`src/rtl/imem_loader_ctrl.sv`:
```
// rtl/imem_loader_ctrl.sv - instruction memory port arbiter and byte-serial program loader
module imem_loader_ctrl #(
    parameter int IMEM_SIZE  = 128,
    parameter int LOAD_WORDS = 16
) (
    input  logic        CLK,
    input  logic        RST,
    input  logic        start,
    input  logic        abort,
    input  logic        byte_valid,
    input  logic [7:0]  byte_data,
    output logic        byte_ready,
    input  logic [31:0] cpu_pc,
    output logic [31:0] im_addr,
    output logic [31:0] im_wdata,
    output logic        im_we,
    output logic        cpu_stall,
    output logic        busy,
    output logic        done,
    output logic [7:0]  word_cnt
);

    // An out-of-range word count is clamped into [1, IMEM_SIZE] so a bad
    // parameterisation can never write past the end of the memory.
    localparam int WORDS_CLAMPED = (LOAD_WORDS < 1) ? 1 :
                                   ((LOAD_WORDS > IMEM_SIZE) ? IMEM_SIZE : LOAD_WORDS);
    localparam logic [7:0] LAST_COUNT = 8'(WORDS_CLAMPED);

    localparam logic [1:0] ST_IDLE  = 2'd0;
    localparam logic [1:0] ST_LOAD  = 2'd1;
    localparam logic [1:0] ST_WRITE = 2'd2;
    localparam logic [1:0] ST_DONE  = 2'd3;

    logic [1:0]  state;
    logic [1:0]  next_state;
    logic [1:0]  byte_cnt;
    logic [31:0] asm_word;
    logic [7:0]  word_cnt_inc;
    logic        byte_fire;
    logic [31:0] loader_addr;

    // A byte counts only while loading and not being aborted in the same cycle;
    // a byte presented alongside abort is dropped with the partial word.
    assign byte_fire    = (state == ST_LOAD) && byte_valid && !abort;
    assign word_cnt_inc = word_cnt + 8'd1;
    assign loader_addr  = {22'b0, word_cnt, 2'b00};

    // Next-state selection for the load sequence.
    always_comb begin
        next_state = state;
        case (state)
            ST_IDLE: begin
                // start wins over a coincident abort while idle
                if (start) begin
                    next_state = ST_LOAD;
                end
            end
            ST_LOAD: begin
                if (abort) begin
                    next_state = ST_IDLE;
                end else if (byte_valid && (byte_cnt == 2'd3)) begin
                    next_state = ST_WRITE;
                end
            end
            ST_WRITE: begin
                // abort is not looked at here; the write always completes
                if (word_cnt_inc == LAST_COUNT) begin
                    next_state = ST_DONE;
                end else begin
                    next_state = ST_LOAD;
                end
            end
            ST_DONE: begin
                next_state = ST_IDLE;
            end
            default: begin
                next_state = ST_IDLE;
            end
        endcase
    end

    // State register; reset forces IDLE at once so the CPU regains the port.
    always_ff @(posedge CLK or negedge RST) begin
        if (!RST) begin
            state <= ST_IDLE;
        end else begin
            state <= next_state;
        end
    end

    // Byte packing (first byte lands in the MSB) and word counting.
    always_ff @(posedge CLK or negedge RST) begin
        if (!RST) begin
            byte_cnt <= 2'd0;
            word_cnt <= 8'd0;
            asm_word <= 32'd0;
        end else begin
            if ((state == ST_IDLE) && start) begin
                byte_cnt <= 2'd0;
                word_cnt <= 8'd0;
                asm_word <= 32'd0;
            end else if (byte_fire) begin
                asm_word <= {asm_word[23:0], byte_data};
                byte_cnt <= byte_cnt + 2'd1;
            end else if (state == ST_WRITE) begin
                word_cnt <= word_cnt_inc;
            end
        end
    end

    // Port ownership and handshake outputs decoded from the current state.
    always_comb begin
        im_addr    = cpu_pc;
        im_wdata   = 32'd0;
        im_we      = 1'b0;
        byte_ready = 1'b0;
        cpu_stall  = 1'b0;
        busy       = 1'b0;
        done       = 1'b0;
        case (state)
            ST_LOAD: begin
                im_addr    = loader_addr;
                byte_ready = 1'b1;
                cpu_stall  = 1'b1;
                busy       = 1'b1;
            end
            ST_WRITE: begin
                im_addr   = loader_addr;
                im_wdata  = asm_word;
                im_we     = 1'b1;
                cpu_stall = 1'b1;
                busy      = 1'b1;
            end
            ST_DONE: begin
                im_addr   = loader_addr;
                cpu_stall = 1'b1;
                busy      = 1'b1;
                done      = 1'b1;
            end
            default: begin
                im_addr = cpu_pc;
            end
        endcase
    end

endmodule

```
`config.mk`:
```
export PLATFORM = sky130hd
export DESIGN_NAME = imem_loader_ctrl
export DESIGN_NICKNAME = d
export VERILOG_FILES = /design/src/rtl/imem_loader_ctrl.sv
export SDC_FILE = /design/constraint.sdc
export NUM_CORES = 1
export LEC_CHECK = 0
export CORE_ASPECT_RATIO = 1.1
export CORE_MARGIN = 2
export CORE_UTILIZATION = 35
export CTS_CLUSTER_DIAMETER = 150
export CTS_CLUSTER_SIZE = 28
export DETAILED_ROUTE_END_ITERATION = 8
export PLACE_DENSITY = 0.73
export SLEW_MARGIN = 10
export SYNTH_ARGS = -nofsm -noshare
export SYNTH_HDL_FRONTEND = slang
export SYNTH_SLANG_ARGS = --single-unit
```
`constraint.sdc`:
```
create_clock -name CLK -period 5.15 [get_ports CLK]
set_clock_uncertainty 0.2 [all_clocks]
set_input_delay 0.515 -clock CLK [delete_from_list [all_inputs] [get_ports CLK]]
set_output_delay 0.515 -clock CLK [all_outputs]
set_load 0.05 [all_outputs]
```
# After elaboration in Yosys (flattened, before gate mapping)
# Cells that the tools add are included.
[totals]
reg_bits = 44
out_inout_bits = 77
[op_classes]
add_sub_neg = 2
eq_ne = 8
muxes = 18
reduce_logical = 11
[ops]
columns = ["operator", "n"]
rows = [
  ["32-bit two-way mux", 4],
  ["8-bit two-way mux", 3],
  ["2-bit two-way mux", 6],
  ["8-bit by 1-bit adder with 8-bit output (second input constant)", 1],
  ["8-bit by 5-bit equality test with 1-bit output (second input constant)", 1],
  ["2-bit one-hot mux with 4 select lines", 1],
  ["2-bit equality test (second input constant)", 3],
  ["1-bit logical AND", 4],
  ["1-bit two-way mux", 4],
  ["2-bit AND reduction", 2],
  ["2-bit nonzero test", 2],
  ["3-bit by 2-bit inequality test with 1-bit output (second input constant)", 1],
  ["3-bit OR reduction", 1],
  ["2-bit by 1-bit adder with 2-bit output (second input constant)", 1],
  ["2-bit by 1-bit equality test with 1-bit output (second input constant)", 1],
  ["2-bit zero test", 1],
  ["2-bit by 1-bit inequality test with 1-bit output (second input constant)", 1],
  ["2-bit inequality test (second input constant)", 1],
  ["1-bit zero test", 1],
]

# Longest topological paths before layout
[logic_depth]
ltp_word = 5
depth_mapped = 6
ltp_nobuf = 5

# Least setup slack after synthesis
# OpenSTA, ideal clock, no wires.
[synth_timing]
path_type = "register to output"
startpoint = "register word_cnt[7]"
endpoint = "output port im_addr[9]"
arrival_ns = 1.902
required_time_ns = 4.435
path_slack_ns = 2.533
path_stages_with_launch = 3
path_cell_list = "dfrtp_1 inv_1 o21ai_0"
[synth_via]
elab_chain_len = 1
[synth_lines]
columns = ["element", "line_no", "text"]
rows = [
  ["start: declaration", "20", "output logic [7:0] word_cnt"],
  ["start signal: assignment", "106", "word_cnt <= word_cnt_inc;"],
  ["32-bit two-way mux", "120", "case (state)"],
  ["end: declaration", "14", "output logic [31:0] im_addr,"],
]
# Every way passes these cells.

# Worst setup path in the final report
[layout_timing]
startpoint = "register state[1]"
endpoint = "output port im_addr[7]"
[layout_via]
elab_chain_len = 3
word_cells_on_any_way = 5
classes_between = "3 x eq/ne; 1 x mux; 1 x reduce/logical"
[layout_lines]
columns = ["element", "line_no", "text"]
rows = [
  ["start: declaration", "34", "logic [1:0] state;"],
  ["start signal: assignment", "87", "state <= next_state;"],
  ["2-bit by 1-bit equality test with 1-bit output / 2-bit equality test (equally long branches)", "120", ""],
  ["3-bit OR reduction (no source line) *", "--", ""],
  ["32-bit two-way mux *", "120", ""],
]
# Mark *: on every way between the ends. The rest lies on a longest branch, timed or not.

==> results.json <==
{
  "final_hold_viol_count": 0,
  "avgSynthCellArea_um2": 8.98,
  "synthMuxAreaShare": 0.0298,
  "cts_tree": "built",
  "wl_per_cell_um": 14.0,
  "met2_usage": 0.291,
  "endpoint_kind": "output port",
  "synth_area_leader_cell": "dfrtp_1",
  "synth_commonest_cells": "nand2_1, and2_1, dfrtp_1",
  "area_growth_pct": 47.7,
  "reg2reg_slack_ps": 2430,
  "cts_hold_buffers": 0,
  "synth_ff_type": "dfrtp_1",
  "multiInputGateArea_mm2": 0.00136,
  "via_per_inst": 4.85,
  "cap_violations": 0,
  "cts_resized": 0,
  "slew_headroom": 0.256,
  "crit_path_max_incr_delay_ps": 840,
  "utilization": 0.529,
  "fin_nets": 448,
  "die_w_um": 86.9,
  "grt_max_degree": 45,
  "clkSinkCount": 44,
  "min_path_type": "input port to asynchronous set/reset pin",
  "antenna_left": 0,
  "grt.busiest_layer": "met2",
  "critical_path_required_ps": 4430,
  "synth-simple-area-share": 0.303,
  "fmax_ghz": 0.291,
  "antenna_found_initial": 0,
  "finalSetupTns_ps": 0,
  "report.final.slew_viol_count": 0,
  "io_pins": 122,
  "nFillCells": 683,
  "htree_levels": 2,
  "rsz0062_at_grt": "false",
  "tightestPinTransition_ps": 1110,
  "dr.pass1.iters": 4,
  "arrival_ps": 2720,
  "initial_core_util": 0.358,
  "seq_area_mm2": 0.00110,
  "status": "completed",
  "wirelength_um": 6840,
  "synthXorXnorAreaFrac": 0.00661,
  "setup_viol": 0,
  "met1_usage": 0.215,
  "yosys-top-cells-area": "dfrtp_1, and2_1, nand2_1, a21oi_2, buf_12",
  "critical_path_peak_fanout": 35,
  "grtUsageTotal": 0.167,
  "gp_congestion": 0.791,
  "ys.warnings.count": 0,
  "dieHeight_um": 95.2,
  "diodes": 0,
  "numCtsBuffers": 5,
  "r2r-end": "byte_cnt[0]",
  "clkTransAtPathRegs_ps": 80,
  "use_met3": 0.0312,
  "syn_inst": 295,
  "power.total_uw": 989,
  "post-cts-setup-buffers": 0,
  "synth.distinct_cells": 37,
  "vias": 2360,
  "synth_area_mm2": 0.00265,
  "post-synth-top-area-fraction": 0.416,
  "gr-total-overflow": 0,
  "cp-start-kind": "flip-flop",
  "synth-async-reset-ratio": 1.00,
  "synth-seq-cells": 44,
  "dp_hpwl_um": 4770,
  "leakagePower_uw": 0.00155,
  "grt_pass1_vias": 2211,
  "synth_top_family_by_area": "simple AND/OR/NAND/NOR gates",
  "drc": 0,
  "synth_compound_area_frac": 0.158,
  "worstRegToRegCells": 3,
  "max-vdd-ir-drop_uv": 151,
  "coreArea_mm2": 0.00739,
  "synth_most_common_cell": "nand2_1",
  "crit_type": "flip-flop to output port",
  "grt_pass1_wl_um": 11100,
  "period_needed_ps": 3430,
  "die-area_mm2": 0.00828,
  "io_buffer_count": 121,
  "cts_root_buf": "clkbuf_8",
  "synth-edff-count": 0,
  "period_share": 0.666,
  "synth-seq-area-share": 0.416,
  "drive_above_1_share": 0.135,
  "drt_iter0_drc": 169,
  "slowest_stage": "nor2_2",
  "rows": 33,
  "worstSkewPairLatency_ps": 290,
  "clk_path_buf_depth": 2,
  "path_cells": "nor2_2 -> mux2_2 -> clkdlybuf4s50_1",
  "syn_nets": 343,
  "power_density_mw_per_mm2": 253,
  "r2r-start": "state[1]",
  "synthAdderAreaFrac": 0.0142
}
[routing by layer]
metal  vias up  wire, um
li1       1176         -
met1      1121      2950
met2        61      3570
met3         2       289
met4         0        33
met5         -         0
[worst max path at each step]
stage                      startpoint    endpoint  slack (ps)  depth (start not counted)
after floorplan           word_cnt[7]  im_addr[9]        2530                          2
after global placement       state[1]  im_addr[7]        2080                          3
after detailed placement     state[1]  im_addr[3]        1990                          3
after CTS                    state[1]  im_addr[3]        1680                          3
after global routing         state[1]  im_addr[8]        1490                          3
final                        state[1]  im_addr[7]        1720                          3
[report_power, final]
group          internal [uW]  total [uW]  switching (uW)
clock                    191         305             115
sequential               360         372            11.4
combinational            116         312             195
[layout by cell type (no fill, tap or decap), types with 3 or more instances in the layout]
cell / count
a21oi_1: 6
a21oi_2: 30
and2_1: 58
clkbuf_8: 5
clkdlybuf4s50_1: 120
dfrtp_1: 44
ha_1: 3
mux2_2: 7
nand2_1: 75
nand3_1: 3
nand4_1: 4
nor2_1: 5
o21ai_0: 10
[registers in the layout (all words and copies together), names as in the netlist]
| name | cells |
|---|---|
| word_cnt | 8 |
| byte_cnt | 2 |
| state | 2 |
| asm_word | 32 |
[cells by family after synthesis]
kind of cell	after synthesis
AO/OA/AOI/OAI	56
XOR/XNOR	2
adder cells (fa/ha/maj)	3
buffers and inverters	26
flip-flops	44
multiplexers	7
AND/OR/NAND/NOR	157
[per-stage QoR]
stage          cells  hold slack (ps)  area (um^2)  worst slack [ps]
2_1_floorplan    295             19.4         2650              2530
3_3_place_gp     480              319         3780              2080
3_5_place_dp     480              322         3780              1990
4_1_cts          487              211         3910              1680
5_1_grt          487              245         3910              1490
6_report         487              177         3910              1720
[critical path: cells and delay by family (launching register included)]
family,cells,cell delay [ps]
flops,1,460
buf+inv,1,700
mux,1,420
simple gates,1,840
[layout make-up]
| type | instances | area share |
|---|---|---|
| multi-input cells | 225 | 0.347 |
| repair buffers | 121 | 0.308 |
| flip-flops and latches | 44 | 0.281 |
| well taps | 87 | 0.0278 |
| clock buffers | 5 | 0.0176 |
| clock inverters | 2 | 0.0154 |
| inverters | 3 | 0.00288 |
Power figures use the tool's default switching activity.
